==> src/rtl/nn_layer_sequencer_pkg.sv <==
// nn_pkg: shared types and default sizing for the fully-connected layer sequencer.
package nn_pkg;

    // Default layer geometry (MNIST downsampled input -> digit classes)
    localparam int unsigned N_IN_DEF    = 16;
    localparam int unsigned N_OUT_DEF   = 10;
    localparam int unsigned ACC_W_DEF   = 16;
    localparam int unsigned MEM_LAT_DEF = 1;

    // Address width for an index space of n entries; never narrower than one bit
    function automatic int unsigned addr_w(input int unsigned n);
        return (n > 1) ? $clog2(n) : 1;
    endfunction

    localparam int unsigned IN_AW_DEF  = addr_w(N_IN_DEF);
    localparam int unsigned W_AW_DEF   = addr_w(N_IN_DEF * N_OUT_DEF);
    localparam int unsigned OUT_AW_DEF = addr_w(N_OUT_DEF);

    // Sequencer control states
    typedef enum logic [2:0] {
        IDLE,
        CLR,
        FETCH,
        DRAIN,
        BIAS,
        WRITE,
        DONE
    } seq_state_t;

endpackage

==> src/rtl/nn_layer_sequencer_if.sv <==
// nn_layer_sequencer_if: memory-read, MAC-control and result-handshake bundle between
// the layer sequencer (master) and the MAC/bias/ReLU datapath plus memories (slave).
interface nn_layer_sequencer_if
    import nn_pkg::*;
#(
    parameter int unsigned N_IN  = N_IN_DEF,
    parameter int unsigned N_OUT = N_OUT_DEF,
    parameter int unsigned ACC_W = ACC_W_DEF
);
    localparam int unsigned IN_AW  = addr_w(N_IN);
    localparam int unsigned W_AW   = addr_w(N_IN * N_OUT);
    localparam int unsigned OUT_AW = addr_w(N_OUT);

    logic                     rd_en;
    logic [IN_AW-1:0]         in_addr;
    logic [W_AW-1:0]          w_addr;
    logic                     mac_clr;
    logic                     mac_en;
    logic                     bias_en;
    logic [OUT_AW-1:0]        out_idx;
    logic                     out_valid;
    logic                     out_ready;
    logic signed [ACC_W-1:0]  acc_in;

    modport master (
        output rd_en, in_addr, w_addr, mac_clr, mac_en, bias_en, out_idx, out_valid,
        input  out_ready, acc_in
    );

    modport slave (
        input  rd_en, in_addr, w_addr, mac_clr, mac_en, bias_en, out_idx, out_valid,
        output out_ready, acc_in
    );

endinterface

==> src/rtl/nn_layer_sequencer_argmax_tracker.sv <==
// nn_argmax_tracker: running signed maximum over the per-neuron results of one layer
// pass, reporting the winning neuron index once the last result has been accepted.
module nn_argmax_tracker #(
    parameter int unsigned ACC_W = 16,
    parameter int unsigned IDX_W = 4
) (
    input  logic                    clk,
    input  logic                    rst,
    input  logic                    clear,
    input  logic                    load,
    input  logic                    first,
    input  logic                    finish,
    input  logic signed [ACC_W-1:0] value,
    input  logic [IDX_W-1:0]        idx,
    output logic [IDX_W-1:0]        class_idx,
    output logic                    class_valid
);

    logic signed [ACC_W-1:0] max_q;

    // Track max and its index; strict compare so ties keep the lower neuron index
    always_ff @(posedge clk or posedge rst) begin
        if (rst) begin
            max_q       <= '0;
            class_idx   <= '0;
            class_valid <= 1'b0;
        end else if (clear) begin
            max_q       <= '0;
            class_idx   <= '0;
            class_valid <= 1'b0;
        end else begin
            if (load && (first || (value > max_q))) begin
                max_q     <= value;
                class_idx <= idx;
            end
            if (finish) begin
                class_valid <= 1'b1;
            end
        end
    end

endmodule

==> src/rtl/nn_layer_sequencer.sv <==
// nn_layer_sequencer: control FSM time-multiplexing one shared MAC datapath over a
// fully-connected layer (CLR -> FETCH x N_IN -> DRAIN x MEM_LAT -> BIAS -> WRITE per
// neuron). Optional argmax tracking is compiled in with `define NN_SEQ_ARGMAX_EN.
module nn_layer_sequencer
    import nn_pkg::*;
#(
    parameter int unsigned N_IN    = N_IN_DEF,
    parameter int unsigned N_OUT   = N_OUT_DEF,
    parameter int unsigned MEM_LAT = MEM_LAT_DEF,
    parameter int unsigned ACC_W   = ACC_W_DEF
) (
    input  logic                        clk,
    input  logic                        rst,
    input  logic                        start,
    input  logic                        abort,
    output logic                        busy,
    output logic                        done,
    nn_layer_sequencer_if.master        dp,
    output logic [addr_w(N_OUT)-1:0]    class_idx,
    output logic                        class_valid
);

    localparam int unsigned IN_AW   = addr_w(N_IN);
    localparam int unsigned W_AW    = addr_w(N_IN * N_OUT);
    localparam int unsigned OUT_AW  = addr_w(N_OUT);
    localparam int unsigned DRAIN_W = addr_w(MEM_LAT);

    if (MEM_LAT < 1 || ACC_W < 2) begin : g_bad_cfg
        $error("nn_layer_sequencer: MEM_LAT must be >= 1 and ACC_W >= 2");
    end

    seq_state_t          state;
    logic                rd_en_q;
    logic [IN_AW-1:0]    in_addr_q;
    logic [W_AW-1:0]     w_addr_q;
    logic                mac_clr_q;
    logic                bias_en_q;
    logic [OUT_AW-1:0]   out_idx_q;
    logic                out_valid_q;
    logic                busy_q;
    logic                done_q;
    logic [DRAIN_W-1:0]  drain_cnt_q;
    logic [MEM_LAT-1:0]  mac_pipe_q;

    logic abort_hit;
    logic start_hit;
    logic handshake;
    logic last_in;
    logic last_out;

    // Abort outranks everything but only matters outside IDLE; start+abort never starts
    assign abort_hit = abort && (state != IDLE);
    assign start_hit = start && !abort && (state == IDLE);
    assign handshake = (state == WRITE) && dp.out_ready && !abort;
    assign last_in   = (in_addr_q == IN_AW'(N_IN - 1));
    assign last_out  = (out_idx_q == OUT_AW'(N_OUT - 1));

    // Layer control FSM; every output is registered alongside the state transition
    always_ff @(posedge clk or posedge rst) begin
        if (rst) begin
            state       <= IDLE;
            rd_en_q     <= 1'b0;
            in_addr_q   <= '0;
            w_addr_q    <= '0;
            mac_clr_q   <= 1'b0;
            bias_en_q   <= 1'b0;
            out_idx_q   <= '0;
            out_valid_q <= 1'b0;
            busy_q      <= 1'b0;
            done_q      <= 1'b0;
            drain_cnt_q <= '0;
        end else if (abort_hit) begin
            state       <= IDLE;
            rd_en_q     <= 1'b0;
            in_addr_q   <= '0;
            w_addr_q    <= '0;
            mac_clr_q   <= 1'b0;
            bias_en_q   <= 1'b0;
            out_idx_q   <= '0;
            out_valid_q <= 1'b0;
            busy_q      <= 1'b0;
            done_q      <= 1'b0;
            drain_cnt_q <= '0;
        end else begin
            case (state)
                IDLE: begin
                    if (start_hit) begin
                        state     <= CLR;
                        mac_clr_q <= 1'b1;
                        busy_q    <= 1'b1;
                        out_idx_q <= '0;
                        w_addr_q  <= '0;
                    end
                end
                CLR: begin
                    mac_clr_q <= 1'b0;
                    in_addr_q <= '0;
                    rd_en_q   <= 1'b1;
                    state     <= FETCH;
                end
                FETCH: begin
                    // w_addr runs on across neurons, so it already holds j*N_IN at the next CLR
                    w_addr_q <= w_addr_q + 1'b1;
                    if (last_in) begin
                        rd_en_q     <= 1'b0;
                        in_addr_q   <= '0;
                        drain_cnt_q <= '0;
                        state       <= DRAIN;
                    end else begin
                        in_addr_q <= in_addr_q + 1'b1;
                    end
                end
                DRAIN: begin
                    if (drain_cnt_q == DRAIN_W'(MEM_LAT - 1)) begin
                        bias_en_q <= 1'b1;
                        state     <= BIAS;
                    end else begin
                        drain_cnt_q <= drain_cnt_q + 1'b1;
                    end
                end
                BIAS: begin
                    bias_en_q   <= 1'b0;
                    out_valid_q <= 1'b1;
                    state       <= WRITE;
                end
                WRITE: begin
                    if (handshake) begin
                        out_valid_q <= 1'b0;
                        if (last_out) begin
                            done_q <= 1'b1;
                            state  <= DONE;
                        end else begin
                            out_idx_q <= out_idx_q + 1'b1;
                            mac_clr_q <= 1'b1;
                            state     <= CLR;
                        end
                    end
                end
                DONE: begin
                    done_q <= 1'b0;
                    busy_q <= 1'b0;
                    state  <= IDLE;
                end
                default: begin
                    state <= IDLE;
                end
            endcase
        end
    end

    // mac_en is rd_en delayed by the memory read latency
    always_ff @(posedge clk or posedge rst) begin
        if (rst) begin
            mac_pipe_q <= '0;
        end else if (abort_hit) begin
            mac_pipe_q <= '0;
        end else begin
            mac_pipe_q[0] <= rd_en_q;
            for (int unsigned k = 1; k < MEM_LAT; k++) begin
                mac_pipe_q[k] <= mac_pipe_q[k-1];
            end
        end
    end

    assign dp.rd_en     = rd_en_q;
    assign dp.in_addr   = in_addr_q;
    assign dp.w_addr    = w_addr_q;
    assign dp.mac_clr   = mac_clr_q;
    assign dp.mac_en    = mac_pipe_q[MEM_LAT-1];
    assign dp.bias_en   = bias_en_q;
    assign dp.out_idx   = out_idx_q;
    assign dp.out_valid = out_valid_q;
    assign busy         = busy_q;
    assign done         = done_q;

`ifdef NN_SEQ_ARGMAX_EN
    logic am_clear;
    logic am_first;
    logic am_finish;

    assign am_clear  = start_hit || abort_hit;
    assign am_first  = (out_idx_q == '0);
    assign am_finish = handshake && last_out;

    nn_argmax_tracker #(
        .ACC_W (ACC_W),
        .IDX_W (OUT_AW)
    ) u_argmax (
        .clk         (clk),
        .rst         (rst),
        .clear       (am_clear),
        .load        (handshake),
        .first       (am_first),
        .finish      (am_finish),
        .value       (dp.acc_in),
        .idx         (out_idx_q),
        .class_idx   (class_idx),
        .class_valid (class_valid)
    );
`else
    assign class_idx   = '0;
    assign class_valid = 1'b0;
`endif

endmodule

==> src/flat_wrapper.sv <==
// flat-port wrapper written by rule: the top's interface ports become plain ports
module nn_layer_sequencer_flat import nn_pkg::*;
#(
    parameter int unsigned N_IN    = N_IN_DEF,
    parameter int unsigned N_OUT   = N_OUT_DEF,
    parameter int unsigned MEM_LAT = MEM_LAT_DEF,
    parameter int unsigned ACC_W   = ACC_W_DEF
)
  (clk, rst, start, abort, busy, done, class_idx, class_valid, dp_rd_en, dp_in_addr, dp_w_addr, dp_mac_clr, dp_mac_en, dp_bias_en, dp_out_idx, dp_out_valid, dp_out_ready, dp_acc_in);
  nn_layer_sequencer_if #(.N_IN(N_IN), .N_OUT(N_OUT), .ACC_W(ACC_W)) dp_i ();
  input  logic clk;
  input  logic rst;
  input  logic start;
  input  logic abort;
  output logic busy;
  output logic done;
  output logic [addr_w(N_OUT)-1:0] class_idx;
  output logic class_valid;
  output wire logic [$bits(dp_i.rd_en)-1:0] dp_rd_en;
  output wire logic [$bits(dp_i.in_addr)-1:0] dp_in_addr;
  output wire logic [$bits(dp_i.w_addr)-1:0] dp_w_addr;
  output wire logic [$bits(dp_i.mac_clr)-1:0] dp_mac_clr;
  output wire logic [$bits(dp_i.mac_en)-1:0] dp_mac_en;
  output wire logic [$bits(dp_i.bias_en)-1:0] dp_bias_en;
  output wire logic [$bits(dp_i.out_idx)-1:0] dp_out_idx;
  output wire logic [$bits(dp_i.out_valid)-1:0] dp_out_valid;
  input wire logic [$bits(dp_i.out_ready)-1:0] dp_out_ready;
  input wire logic [$bits(dp_i.acc_in)-1:0] dp_acc_in;
  assign dp_rd_en = dp_i.rd_en;
  assign dp_in_addr = dp_i.in_addr;
  assign dp_w_addr = dp_i.w_addr;
  assign dp_mac_clr = dp_i.mac_clr;
  assign dp_mac_en = dp_i.mac_en;
  assign dp_bias_en = dp_i.bias_en;
  assign dp_out_idx = dp_i.out_idx;
  assign dp_out_valid = dp_i.out_valid;
  assign dp_i.out_ready = dp_out_ready;
  assign dp_i.acc_in = dp_acc_in;
  nn_layer_sequencer #(.N_IN(N_IN), .N_OUT(N_OUT), .MEM_LAT(MEM_LAT), .ACC_W(ACC_W)) u_core (.clk(clk), .rst(rst), .start(start), .abort(abort), .busy(busy), .done(done), .dp(dp_i), .class_idx(class_idx), .class_valid(class_valid));
endmodule
==> config.mk <==
export PLATFORM = sky130hd
export DESIGN_NAME = nn_layer_sequencer_flat
export DESIGN_NICKNAME = d
export VERILOG_FILES = /design/src/rtl/nn_layer_sequencer_pkg.sv /design/src/rtl/nn_layer_sequencer_if.sv /design/src/rtl/nn_layer_sequencer_argmax_tracker.sv /design/src/rtl/nn_layer_sequencer.sv /design/src/flat_wrapper.sv
export SDC_FILE = /design/constraint.sdc
export NUM_CORES = 1
export LEC_CHECK = 0
export ABC_AREA = 1
export CORE_MARGIN = 2
export CORE_UTILIZATION = 48
export CTS_BUF_LIST = sky130_fd_sc_hd__clkbuf_8
export DETAILED_ROUTE_END_ITERATION = 8
export PLACE_DENSITY_LB_ADDON = 0.25
export SYNTH_ARGS = -nofsm -noshare
export SYNTH_HDL_FRONTEND = slang
export SYNTH_SLANG_ARGS = --single-unit
==> constraint.sdc <==
create_clock -name clk -period 1.5 [get_ports clk]
set_input_delay 0.225 -clock clk [delete_from_list [all_inputs] [get_ports clk]]
set_output_delay 0.225 -clock clk [all_outputs]
set_load 0.01 [all_outputs]
==> results of run 1 <==
kinds of logic after synthesis:
| family | Yosys count | synth area share |
|---|---|---|
| other cells | 1 | 0.00237 |
| buf+inv | 33 | 0.0997 |
| compound gates | 30 | 0.108 |
| simple gates | 106 | 0.330 |
| fa+ha+maj | 4 | 0.0316 |
| flops | 26 | 0.411 |
| xor+xnor | 3 | 0.0166 |
stage by stage:
stage	instance area [sq um]	power [mW]
global placement	1960	2.38
CTS	2010	2.79
detailed placement	1960	2.39
finish	2080	2.80
floorplan	1600	1.88
global route	2080	3.04
power breakdown:
part / switching, mW / internal, mW
combinational: 0.821 / 0.592
sequential: 0.143 / 0.854
clock: 0.209 / 0.180
sequential cells by signal, summed over array words and instances (netlist names):
signal / flops
u_core.dp.w_addr: 8
u_core.dp.in_addr: 4
u_core.dp.out_idx: 4
u_core.state: 3
u_core.busy: 1
u_core.done: 1
u_core.dp.bias_en: 1
u_core.dp.mac_clr: 1
u_core.dp.mac_en: 1
u_core.dp.out_valid: 1
u_core.dp.rd_en: 1
cell type report:
| type | count | area (sq um) | share of cell area |
|---|---|---|---|
| Timing Repair Buffer | 46 | 434 | 0.209 |
| Clock buffer | 3 | 41.3 | 0.0199 |
| Sequential cell | 26 | 657 | 0.316 |
| Multi-Input combinational cell | 148 | 793 | 0.382 |
| Tap cell | 44 | 55.1 | 0.0265 |
| Inverter | 26 | 97.6 | 0.0470 |
Yosys cell counts:
library cell / number
buf_6: 2
o21ai_4: 1
o31ai_1: 1
buf_4: 5
o21bai_1: 3
ha_1: 4
nor2_1: 12
xnor2_1: 2
nand2_1: 46
o21ai_1: 9
nand4_1: 9
nand3_1: 24
xor2_1: 1
a21oi_1: 3
conb_1: 1
nand2_2: 2
nand2_4: 5
nor3_1: 3
o21ai_0: 13
inv_1: 21
dfrtp_1: 26
nor2_2: 2
nor2_4: 1
nand3_2: 2
inv_2: 5
metal layers:
metal,up-vias,track usage,part of all wire
met4,0,0.0729,0.011
li1,750,-,-
met1,694,0.302,0.48
met5,-,0,0
met2,41,0.315,0.47
met3,5,0.0252,0.040
worst max path at each step:
stage | start | to | slack (ns) | depth (start not counted)
final | u_core.dp.out_idx[3] | dp_out_idx[3] | 0.05 | 1
after floorplan | u_core.dp.out_idx[1] | u_core.dp.out_idx[0] | 0.19 | 9
after global placement | abort | u_core.dp.out_idx[1] | -0.11 | 8
after CTS | u_core.dp.out_idx[1] | dp_out_idx[1] | 0.007 | 2
after detailed placement | abort | u_core.dp.out_idx[3] | -0.11 | 8
after global routing | u_core.state[1] | u_core.dp.out_idx[0] | -0.004 | 8
repair_timing:
item,CTS,global route
hold buffers,0,0
buffers inserted,1,6
gates resized for setup,3,8
setup endpoints to repair,4,18
==> results.md, run 1 <==
* Run status: finished clean
* Ranking of synthesized cells by area: dfrtp_1 41%, nand2_1 11%, nand3_1 7.6%, inv_1 5.0%, o21ai_0 4.1%
* Worst EP required at around 1.3 ns
* DIE HEIGHT at 61.4 um
* CTS Buf Count at 3
* Critical path data arrival time at 1.23 ns
* Drc violations at 0
* Pre-antenna DRT Iters at 4
* # port buffers at 27
* Worst-Skew Late Latency at 0.27 ns
* CP Launch Type: flop
* IO Pins at 49
* FF-to-FF setup slack at approximately 0.12 ns
* Seq/Total Area, Yosys at 0.411
* WL/cell at 11.9 um
* Final WL at 3.49 mm
* Initial antenna violation count at 0
* Worst hold slack at 0.319 ns
* Fin. Hold Viols at 0
* Antenna Nets Post-Route at 0
* RSZ-0062 raised after global routing: true
* Max stage delay on crit path at 0.56 ns
* Root Driver: clkbuf_8
* Clk_skew at ~0.0040 ns
* Max Cap Violations at 0
* Critical path, cell by cell: clkdlybuf4s50_1
* R2R cell count at 8
* Diode count at 0
* Vias in the first global route at 1299
* Total track usage at 0.206
* Flops & latches, synth at 26
* Area leader, netlist: dfrtp_1
* VDD IR max at 0.000948 V
* Area of the die at 3770 sq um
* Place WS at -0.105 ns
* CP Class: reg -> out
* Peak Freq at 688 MHz
* Layout Nets at between 200 and 300
* Row cnt at 20
* Max-slew violation count at 0
* Syn avg cell area at 7.79 sq um
* Crit path time final at roughly 1.5 ns
* Synth warnings at 0
* Top-area cell type share of the netlist area at 0.411
* Gate Count Post-Synth at 203
* Number of vias per cell at 5.09
* Tcrit/Tclk final at 0.969
* Global-route wire length before repair at 5.79 mm
* CP Max Fanout at 5
* Area delta synth->final at 31.4%
* Post-layout util at 0.670
* FF-to-FF Start: u_core.state[1]
* CTS max path bufs at 2
* Filler Cell Count at ~290
* Starting Density at 0.510
* Final WS setup at 0.0464 ns
* CP delay by family, top: buffers and inverters
* Synth unique cells at 25
* Setup Viol. Count Final at 0
* H-tree depth at 1
* Worst R2R End: u_core.dp.out_idx[0]
* Vias at between 1000 and 1500
* Largest net degree at the start of global routing at 27
* Setup TNS at 0 ns
* Synthesized cell area at 1580 sq um
* Post-Layout Cell Count at 293
* Type of the most critical hold path: in -> async
* Iter 0 DRT Violations at 86
* Commonest non-fill, non-tap cell in the layout: nand2_1
* CTS Sinks at 26
* RePlAce Congestion at roughly 0.83
* CTS tree: yes
* PD cells at roughly 1300 nW/um^2
* Slowest cell on the critical path: clkdlybuf4s50_1
* Core ar. at 3100 sq um
* Placed Cells at 283
* CP bufs+invs at 1
* Most frequent cells in the layout: 46 x nand2_1, 24 x nand3_1, 22 x clkdlybuf4s50_1
* CTS clk-pin slew, worst paths at about 0.08 ns
* Leak Pwr at 1.08 nW
* Layout cells sized above 1 at 0.181
* DPL Wire Length at 2.53 mm
* GRT overflow at 0
* Die width at 61.4 um
* Crit end category: output pin
Power figures use the tool's default switching activity.
==> run 2, diff against run 1 <==
- MAX_ROUTING_LAYER: default -> met4
==> results.md, run 2 (synthesis gave the netlist of run 1 again) <==
* Layout Nets at about 280
* Max-slew violation count at 0
* Root Driver: clkbuf_8
* Diode count at 0
* Worst hold slack at 0.319 ns
* Number of vias per cell at 5.05
* R2R cell count at 8
* Filler Cell Count at 287
* GRT overflow at 0
* Core ar. at 3100 sq um
* Final WS setup at 0.0459 ns
* Iter 0 DRT Violations at 90
* Area of the die at about 3800 sq um
* Critical path, cell by cell: clkdlybuf4s50_1
* Worst R2R End: u_core.dp.out_idx[0]
* # port buffers at 27
* WL/cell at 11.9 um
* CTS tree: yes
* Type of the most critical hold path: in -> async
* RSZ-0062 raised after global routing: true
* Largest net degree at the start of global routing at 27
* Tcrit/Tclk final at 0.969
* Hold-fix buffer count after cts at 0
* Most frequent cells in the layout: 46 x nand2_1, 24 x nand3_1, 22 x clkdlybuf4s50_1
* Leak Pwr at 1.08 nW
* Max reg flops at 8
* RePlAce Congestion at 0.843
* Slowest cell on the critical path: clkdlybuf4s50_1
* Row cnt at 20
* Placed Cells at around 280
* H-tree depth at 1
* Max stage delay on crit path at roughly 0.56 ns
* Vias in the first global route at about 1300
* Pre-antenna DRT Iters at 4
* Critical path startpoint: u_core.dp.out_idx[3]
* FF-to-FF Start: u_core.state[1]
* Crit end category: output pin
* Place WS at -0.105 ns
* Commonest non-fill, non-tap cell in the layout: nand2_1
* CP delay by family, top: buffers and inverters
* Sequential fraction of design power at 0.356
* Final total power at 2.80 mW
* Starting Density at 0.510
* Total track usage at 0.212
* Die width at 61.4 um
* DPL Wire Length at 2.53 mm
* Crit path time final at 1.45 ns
* Drc violations at 0
* Fin. Hold Viols at 0
* Antenna Nets Post-Route at 0
* Layout cells sized above 1 at 0.181
* VDD IR max at 0.000949 V
* PD cells at 1350 nW/um^2
* Sw Share at 0.419
* Setup Viol. Count Final at 0
* CTS Buf Count at 3
* Area delta synth->final at 31.4%
* Initial antenna violation count at 0
* Clk_skew at roughly 0.0041 ns
* Post-Layout Cell Count at 293
* Global-route wire length before repair at just under 6 mm
* Run status: finished clean
* Post-layout util at 0.670
* DIE HEIGHT at 61.4 um
* Switching power at 1.17 mW
* CTS Sinks at 26
* Pint at 1.63 mW
* Max Cap Violations at 0
* Peak Freq at 688 MHz
* Vias at between 1000 and 1500
* CTS max path bufs at 2
* CTS clk-pin slew, worst paths at 0.08 ns
* FF-to-FF setup slack at 0.12 ns
* Clk pwr share at 0.139
* Critical path data arrival time at around 1.2 ns
* CP Max Fanout at 5
* Final WL at 3.49 mm
* Worst EP required at 1.27 ns
* CP Class: reg -> out
* IO Pins at 49
* Worst-Skew Late Latency at 0.27 ns
* Logic pwr share at 0.505
* CP Launch Type: flop
* CP bufs+invs at 1
## run 2: cell counts in the layout (fill, tap and decap cells not counted)
Identical to the previous run, type by type.
## run 2: stage by stage
stage | area, sq um | setup TNS (ns)
global placement | 1960 | -0.841
finish | 2080 | 0
floorplan | 1600 | 0
CTS | 2010 | 0
detailed placement | 1960 | -0.971
global route | 2080 | -0.00356
## run 2: worst max-delay path by stage
stage | slack [ns] | cells after the start | end
after floorplan | 0.19 | 9 | u_core.dp.out_idx[0]
after global placement | -0.11 | 8 | u_core.dp.out_idx[1]
after detailed placement | -0.11 | 8 | u_core.dp.out_idx[3]
after CTS | 0.007 | 2 | dp_out_idx[1]
after global routing | -0.004 | 8 | u_core.dp.out_idx[0]
final | 0.05 | 1 | dp_out_idx[3]
## run 2: power groups by stage
stage	Clock [mW]	Sequential (mW)	Combinational (mW)
global route	0.438	1.02	1.59
global placement	0	1.00	1.38
CTS	0.395	0.989	1.40
finish	0.389	0.996	1.41
floorplan	0	1.04	0.844
detailed placement	0	1.00	1.39
## run 2: what timing repair did
| action | in CTS | in global routing |
|---|---|---|
| resized for setup | 3 | 8 |
| buffers inserted | 1 | 6 |
| setup endpoints to repair | 4 | 18 |
## run 2: layer usage
metal | GRT usage | vias up | part of all wire
li1 | - | 748 | -
met1 | 0.302 | 685 | 0.48
met2 | 0.315 | 42 | 0.47
met3 | 0.0252 | 5 | 0.044
met4 | 0.0729 | 0 | 0.011
met5 | - | - | 0
## run 2: layout make-up
cell class	instances	area, sq um	area share
Multi-Input combinational cell	148	793	0.382
Sequential cell	26	657	0.316
Timing Repair Buffer	46	434	0.209
Inverter	26	97.6	0.0470
Tap cell	44	55.1	0.0265
Clock buffer	3	41.3	0.0199
==> run 3, diff against run 2 <==
- CORE_UTILIZATION: 48 -> 50
- clock period: 1.5 -> 1.8 ns (I/O delays scaled with it)
==> results.md, run 3 (synthesis gave the netlist of run 1 again) <==
* Run status: finished clean
* FF-to-FF setup slack at 0.31 ns
* Area of the die at 3630 sq um
* Setup TNS at 0 ns
* Iter 0 DRT Violations at 71
* R2R cell count at 8
* Crit end category: output pin
* Setup Viol. Count Final at 0
* Tcrit/Tclk final at 0.883
* Worst-Skew Late Latency at 0.27 ns
* Clk_skew at 0.00528 ns
* CP delay by family, top: buffers and inverters
* Diode count at 0
* Row cnt at 20
* Max Cap Violations at 0
* Crit path to: dp_w_addr[2]
* PD cells at ~1200 nW/um^2
* Peak Freq at 629 MHz
* Critical path data arrival time at 1.32 ns
* Commonest non-fill, non-tap cell in the layout: nand2_1
* Most frequent cells in the layout: 46 x nand2_1, 27 x clkdlybuf4s50_1, 26 x dfrtp_1
* Die width at 60.2 um
* H-tree depth at 1
* RSZ-0062 raised after global routing: false
* Hold-fix buffer count after cts at 0
* Max stage delay on crit path at 0.58 ns
* VDD IR max at 0.000684 V
* Place WS at around 0.17 ns
* Initial antenna violation count at 0
* # port buffers at 27
* Core ar. at 3030 sq um
* Worst R2R End: u_core.dp.out_idx[1]
* DPL Wire Length at around 2.4 mm
* Total track usage at 0.211
* GRT overflow at 0
* CP Class: reg -> out
* Cell count along the critical path at 1
* Layout cells sized above 1 at 0.122
* Layout Nets at 264
* CP Max Fanout at 7
* Starting Density at 0.522
* Critical path startpoint: u_core.dp.w_addr[2]
* Max reg flops at 8
* Area delta synth->final at 24.5%
* Leak Pwr at 0.948 nW
* Fin. Hold Viols at 0
* CTS tree: yes
* CP Launch Type: flop
* Critical path, cell by cell: clkdlybuf4s50_1
* Number of vias per cell at 5.15
* IO Pins at 49
* Worst EP required at 1.53 ns
* CP bufs+invs at 1
* Vias at 1452
* CTS Buf Count at 3
* Pre-antenna DRT Iters at 4
* Type of the most critical hold path: in -> async
* WL/cell at 11.5 um
* Largest net degree at the start of global routing at 27
* Max-slew violation count at 0
* Slowest cell on the critical path: clkdlybuf4s50_1
* CTS Sinks at 26
* DIE HEIGHT at ~60 um
* Final WS setup at 0.210 ns
* Drc violations at 0
* FF-to-FF Start: u_core.state[0]
* Root Driver: clkbuf_8
* Global-route wire length before repair at 5.57 mm
* Post-CTS setup buffers at 0
* Final WL at 3.24 mm
* CTS max path bufs at 2
* CTS clk-pin slew, worst paths at 0.09 ns
* Antenna Nets Post-Route at 0
* Crit path time final at 1.59 ns
* Vias in the first global route at 1344
* Resized Gates After CTS at 0
* RePlAce Congestion at 0.882
run 3: cell types whose count changed in the layout (fill, tap and decap cells not counted), sizes merged:
cell,delta
clkdlybuf4s50,+5
dlymetal6s2s,-4
clkbuf,+1
buf,-12
dlygate4sd2,-1
run 3: how the worst min path moves through the flow:
stage,cells past startpoint,to,start
3_3_place_gp,2,u_core.dp.mac_clr,u_core.dp.mac_clr
5_1_grt,3,u_core.state[1],rst
3_5_place_dp,2,u_core.dp.out_valid,u_core.dp.out_valid
6_report,3,u_core.dp.in_addr[1],rst
2_1_floorplan,1,u_core.busy,rst
4_1_cts,3,u_core.state[0],rst
run 3: where the power goes:
| part | leakage (nW) | switching (mW) | total, mW | internal [mW] |
|---|---|---|---|---|
| sequential | 0.352 | 0.117 | 0.825 | 0.707 |
| clock | 0.0288 | 0.183 | 0.379 | 0.196 |
| combinational | 0.568 | 0.659 | 1.10 | 0.445 |
| total | 0.948 | 0.959 | 2.31 | 1.35 |
run 3: per-stage QoR:
step	power, mW	hold slack (ns)	instance area, sq um	util	std cells
floorplan	1.57	0.310	1600	-	207
global placement	1.92	0.475	1910	0.632	278
detailed placement	1.95	0.480	1910	0.632	278
CTS	2.33	0.367	1970	0.650	282
global route	2.51	0.399	1970	0.650	282
finish	2.31	0.356	1970	0.650	282
run 3: final cells by class:
type | count | area (sq um)
repair buffers | 34 | 323
fillers | 270 | 1060
multi-input cells | 148 | 788
well taps | 44 | 55.1
flip-flops and latches | 26 | 651
clock buffers | 4 | 55.1
inverters | 26 | 97.6
run 3: metal layers:
metal	routed length, um	global-route usage	up-vias	part of all wire
met1	1540	0.267	677	0.48
met3	123	0.0346	7	0.038
met5	0	-	-	0
met2	1520	0.331	38	0.47
met4	57	0.0952	0	0.018
li1	-	-	730	-
